File: src/rtl/des_key_schedule.sv
// des_key_schedule: DES round-subkey generator fed by the PC-1 output, streaming K1..K16 (or K16..K1).
// Optional feature macro: DES_KS_DECRYPT_EN enables decrypt order (right rotations); otherwise decrypt is ignored.
module des_key_schedule #(
    parameter int NUM_ROUNDS = 16
) (
    input  logic        clk,
    input  logic        rst,
    input  logic        key_valid,
    output logic        key_ready,
    input  logic [56:1] key_in,
    input  logic        decrypt,
    output logic        subkey_valid,
    input  logic        subkey_ready,
    output logic [48:1] subkey,
    output logic [3:0]  round,
    output logic        last
);
    typedef enum logic {IDLE, RUN} state_t;

    localparam logic [3:0] LAST_N = 4'(NUM_ROUNDS - 1);

    state_t      r_state;
    logic [56:1] r_cd;
    logic [3:0]  r_n;
    logic        r_dec;
    logic        r_key_ready;
    logic        r_subkey_valid;
    logic        w_load;
    logic        w_xfer;
    logic        w_one;
    logic        w_dec_in;
    logic [27:0] w_c_nxt;
    logic [27:0] w_d_nxt;

    function automatic logic [27:0] rotl(input logic [27:0] x, input logic one);
        return one ? {x[26:0], x[27]} : {x[25:0], x[27:26]};
    endfunction

`ifdef DES_KS_DECRYPT_EN
    function automatic logic [27:0] rotr(input logic [27:0] x, input logic one);
        return one ? {x[0], x[27:1]} : {x[1:0], x[27:2]};
    endfunction

    assign w_dec_in = decrypt;
    assign w_c_nxt  = r_dec ? rotr(r_cd[56:29], w_one) : rotl(r_cd[56:29], w_one);
    assign w_d_nxt  = r_dec ? rotr(r_cd[28:1], w_one)  : rotl(r_cd[28:1], w_one);
`else
    // decrypt is read but forced off, so only the encrypt order exists
    assign w_dec_in = decrypt & 1'b0;
    assign w_c_nxt  = rotl(r_cd[56:29], w_one);
    assign w_d_nxt  = rotl(r_cd[28:1], w_one);
`endif

    // Steps 0, 7 and 14 move to a key whose shift is 1 in both directions; all others shift by 2
    assign w_one  = (r_n == 4'd0) || (r_n == 4'd7) || (r_n == 4'd14);
    assign w_load = key_valid & r_key_ready;
    assign w_xfer = r_subkey_valid & subkey_ready;

    assign key_ready    = r_key_ready;
    assign subkey_valid = r_subkey_valid;
    assign round        = r_dec ? 4'd15 - r_n : r_n;
    assign last         = r_subkey_valid && (r_n == LAST_N);

    // PC-2 is pure wiring: FIPS bit j of CD is r_cd[57-j]
    assign subkey = {r_cd[43], r_cd[40], r_cd[46], r_cd[33], r_cd[56], r_cd[52],
                     r_cd[54], r_cd[29], r_cd[42], r_cd[51], r_cd[36], r_cd[47],
                     r_cd[34], r_cd[38], r_cd[45], r_cd[53], r_cd[31], r_cd[49],
                     r_cd[41], r_cd[50], r_cd[30], r_cd[37], r_cd[44], r_cd[55],
                     r_cd[16], r_cd[5],  r_cd[26], r_cd[20], r_cd[10], r_cd[2],
                     r_cd[27], r_cd[17], r_cd[6],  r_cd[12], r_cd[24], r_cd[9],
                     r_cd[13], r_cd[8],  r_cd[18], r_cd[1],  r_cd[23], r_cd[4],
                     r_cd[11], r_cd[15], r_cd[7],  r_cd[21], r_cd[28], r_cd[25]};

    // Load/stream FSM; C/D only rotate between keys, never after the final transfer
    always_ff @(posedge clk or posedge rst) begin
        if (rst) begin
            r_state        <= IDLE;
            r_cd           <= '0;
            r_n            <= '0;
            r_dec          <= 1'b0;
            r_key_ready    <= 1'b1;
            r_subkey_valid <= 1'b0;
        end else if (w_load) begin
            r_state        <= RUN;
            r_key_ready    <= 1'b0;
            r_subkey_valid <= 1'b1;
            r_n            <= '0;
            r_dec          <= w_dec_in;
            r_cd           <= w_dec_in ? key_in : {rotl(key_in[56:29], 1'b1), rotl(key_in[28:1], 1'b1)};
        end else if (w_xfer) begin
            if (r_n == LAST_N) begin
                r_state        <= IDLE;
                r_key_ready    <= 1'b1;
                r_subkey_valid <= 1'b0;
            end else begin
                r_n  <= r_n + 4'd1;
                r_cd <= {w_c_nxt, w_d_nxt};
            end
        end
    end
endmodule

File: config.mk
export PLATFORM = sky130hd
export DESIGN_NAME = des_key_schedule
export DESIGN_NICKNAME = d
export VERILOG_FILES = /design/src/rtl/des_key_schedule.sv
export SDC_FILE = /design/constraint.sdc
export NUM_CORES = 1
export LEC_CHECK = 0
export BUFFER_PORTS_ARGS = -buffer_cell sky130_fd_sc_hd__buf_2
export CELL_PAD_IN_SITES_DETAIL_PLACEMENT = 1
export CELL_PAD_IN_SITES_GLOBAL_PLACEMENT = 1
export CORE_MARGIN = 5
export CORE_UTILIZATION = 35
export DETAILED_ROUTE_END_ITERATION = 6
export PLACE_DENSITY_LB_ADDON = 0.08
export SLEW_MARGIN = 20
export SYNTH_ARGS = -nofsm -noshare
export SYNTH_HDL_FRONTEND = slang
export SYNTH_SLANG_ARGS = --single-unit
File: constraint.sdc
create_clock -name clk -period 1.95 [get_ports clk]
set_clock_uncertainty 0.1 [all_clocks]
set_input_delay 0.39 -clock clk [delete_from_list [all_inputs] [get_ports clk]]
set_output_delay 0.39 -clock clk [all_outputs]
set_load 0.01 [all_outputs]
==> impl_metrics.ini <==
[cells_and_area]
fin_util_pct = 43.56
multi_input_area_um2 = 1805
nets = 541
final_common_cell = buf_2
syn2layout_area_growth_pct = 21.20
seq_area_um2 = 1555
final_layout_size_suffix_gt1_share_pct = 35.48
nFillCells = 1293
final_cell_mix = buf_2, nand2_1, dfrtp_1
n_antenna_cell = 0
final_area_um2 = 4763

[logic_synthesis]
async_flop_share_pct = 100.0
syn-num-nets = 474
avgSynthCellArea_um2 = 9.585
ys_seq_elements = 62
synthCells = 410
synth_edf_count = 0
ys_seq_area_share_pct = 39.51
yosys_warnings = 0
syn-cell-area_um2 = 3930
ys.flop_type = dfrtp_1
ys_types = 26

[floorplanning]
io_pins = 116
start_util_pct = 35.94
die_h_um = 116.0
die_w_um = 116.0
die_area_um2 = 13450
coreArea_um2 = 10940
rows = 38

[global_route]
antenna_found_initial = 1
grt.total_usage_pct = 17.50
grt_max_degree = 63
grt_pass1_wl_um = 18670
grt-ovfl-total = 0
grt_pass1_vias = 3593

[cts]
cts_hold_buffers = 0
cts_tree = built
htree_levels = 3
numCtsBuffers = 9
clkSinkCount = 62
clkTransAtPathRegs_ns = 0.06
cts-root-buf = clkbuf_16
clock_path_buffers = 2
clkLatencyLatePin_ns = 0.33

[placement]
hpwl_um = 7563
port-buffer-count = 114
place_area_um2 = 4292
gp_congestion = 0.7499

[detailed_routing]
first_iter_violations = 124
first_pass_iters = 4
routed_wl_um = 11590
dr_total_vias = 3271
avgViaCountPerCell = 5.259
drc = 0
post_drt_wl_per_cell_um = 18.64
antenna_left = 0

[setup_path]
rr_startpoint = r_n[0]
crit_arrival_ns = 2.08
reg2reg_to = r_cd[48]
ff2ff_setup_slack_ns = -0.03
worstSetupEndpointType = flip-flop
timing.setup.critical_path_class = reg -> reg
critPathRequiredTime_ns = 2.05
critPathMaxFanout = 19
startpoint_type = flip-flop
reg2regPathDepth = 7

[power]
p_per_area_nw_per_um2 = 686.0
peakVddDrop_mv = 0.2996
leakagePower_uw = 0.002441
power_uw = 3268

[timing]
post-route-period-util_pct = 101.6
tightest_slew_ns = 0.3966
setup_slack_ns = -0.03165
fin_crit_ns = 1.982
slew_headroom_pct = 73.56
rsz0062_at_grt = yes
hold_viol_final = 0
fmax_ghz = 0.5046
worst_hold_slack_ns = 0.05946
slew_violations = 0
setup_viol = 10
tns_ns = -0.1176

[run_status]
outcome = finished with violations
violations = setup timing

[worst_hold_path]
hp-class = in -> async

[flow_run]
drv_cap = 0
## synth_stat cells (all sizes together), types with 2 or more instances
cell | n | area [um^2]
dlygate4sd1 | 2 | 17.52
dfrtp | 61 | 1526
xnor2 | 3 | 26.28
mux2 | 5 | 63.81
nand2 | 61 | 229.0
o211ai | 53 | 397.9
inv | 3 | 11.26
buf | 70 | 568.1
mux2i | 56 | 560.5
and2 | 2 | 12.51
clkbuf | 7 | 26.28
nor2 | 11 | 41.29
a211o | 3 | 26.28
a21oi | 7 | 35.03
nand3 | 56 | 280.3
ha | 3 | 37.54
## logic make-up (layout without fill, tap and decap cells)
| kind of cell | after synthesis | after routing | share of synthesized area [%] |
|---|---|---|---|
| xor gates and xnor gates | 3 | 3 | 0.6687 |
| and+or+nand+nor | 135 | 135 | 15.25 |
| muxes | 61 | 61 | 15.89 |
| DFF | 62 | 62 | 39.51 |
| buffers and inverters | 82 | 154 | 15.86 |
| AOI/OAI and AO/OA | 64 | 64 | 11.88 |
| adders and majority gates | 3 | 3 | 0.9552 |
## area by class of cell
| cell class | instances | area share (%) |
|---|---|---|
| inverters | 3 | 0.3152 |
| well taps | 140 | 3.677 |
| repair buffers | 135 | 18.12 |
| multi-input cells | 266 | 37.90 |
| flip-flops and latches | 62 | 32.65 |
| clock buffers | 11 | 5.096 |
| clock inverters | 5 | 2.233 |
## critical path, cell delays in order, from the launching register on
cell,delay [ns]
dfrtp_2,0.40
inv_2,0.06
ha_2,0.18
mux2_4,0.26
mux2_4,0.35
buf_12,0.19
mux2i_1,0.20
o211ai_1,0.11
## routing by layer
| layer | up-vias | GRT usage, % | share of wire [%] |
|---|---|---|---|
| met5 | - | 0 | 0.060 |
| met4 | 2 | 4.408 | 1.4 |
| met3 | 16 | 4.961 | 5.7 |
| met2 | 79 | 28.08 | 46 |
| met1 | 1636 | 23.37 | 46 |
| li1 | 1538 | - | - |
## state kept, by name, indices dropped and copies added (netlist names)
name and count:
r_cd 56, r_n 4, key_ready 1, subkey_valid 1
## how the worst max path moves through the flow
| stage | start | end | depth (start not counted) |
|---|---|---|---|
| floorplan | r_n[0] | r_cd[51] | 8 |
| global placement | r_n[1] | r_cd[2] | 6 |
| detailed placement | r_n[1] | r_cd[11] | 6 |
| CTS | r_n[0] | r_cd[11] | 7 |
| global route | r_n[0] | r_cd[24] | 7 |
| finish | r_n[0] | r_cd[48] | 7 |
## through the flow
step	worst slack, ns	instances
final	-0.03165	622
after detailed placement	0.005359	601
after global placement	0.03007	601
after CTS	-0.01448	617
after global routing	-0.09896	622
after floorplan	-0.003324	410
## power breakdown
part           switching [uW]  internal, uW
combinational            48.5          47.2
sequential                  0          1290
clock                     599          1290
## repair_timing
| action | in CTS | in global routing |
|---|---|---|
| setup endpoints to repair | 3 | 35 |
| pin swaps | 0 | 1 |
| resized for setup | 1 | 7 |
| buffers inserted | 0 | 2 |
| cloned | 0 | 3 |
Power figures use the tool's default switching activity.
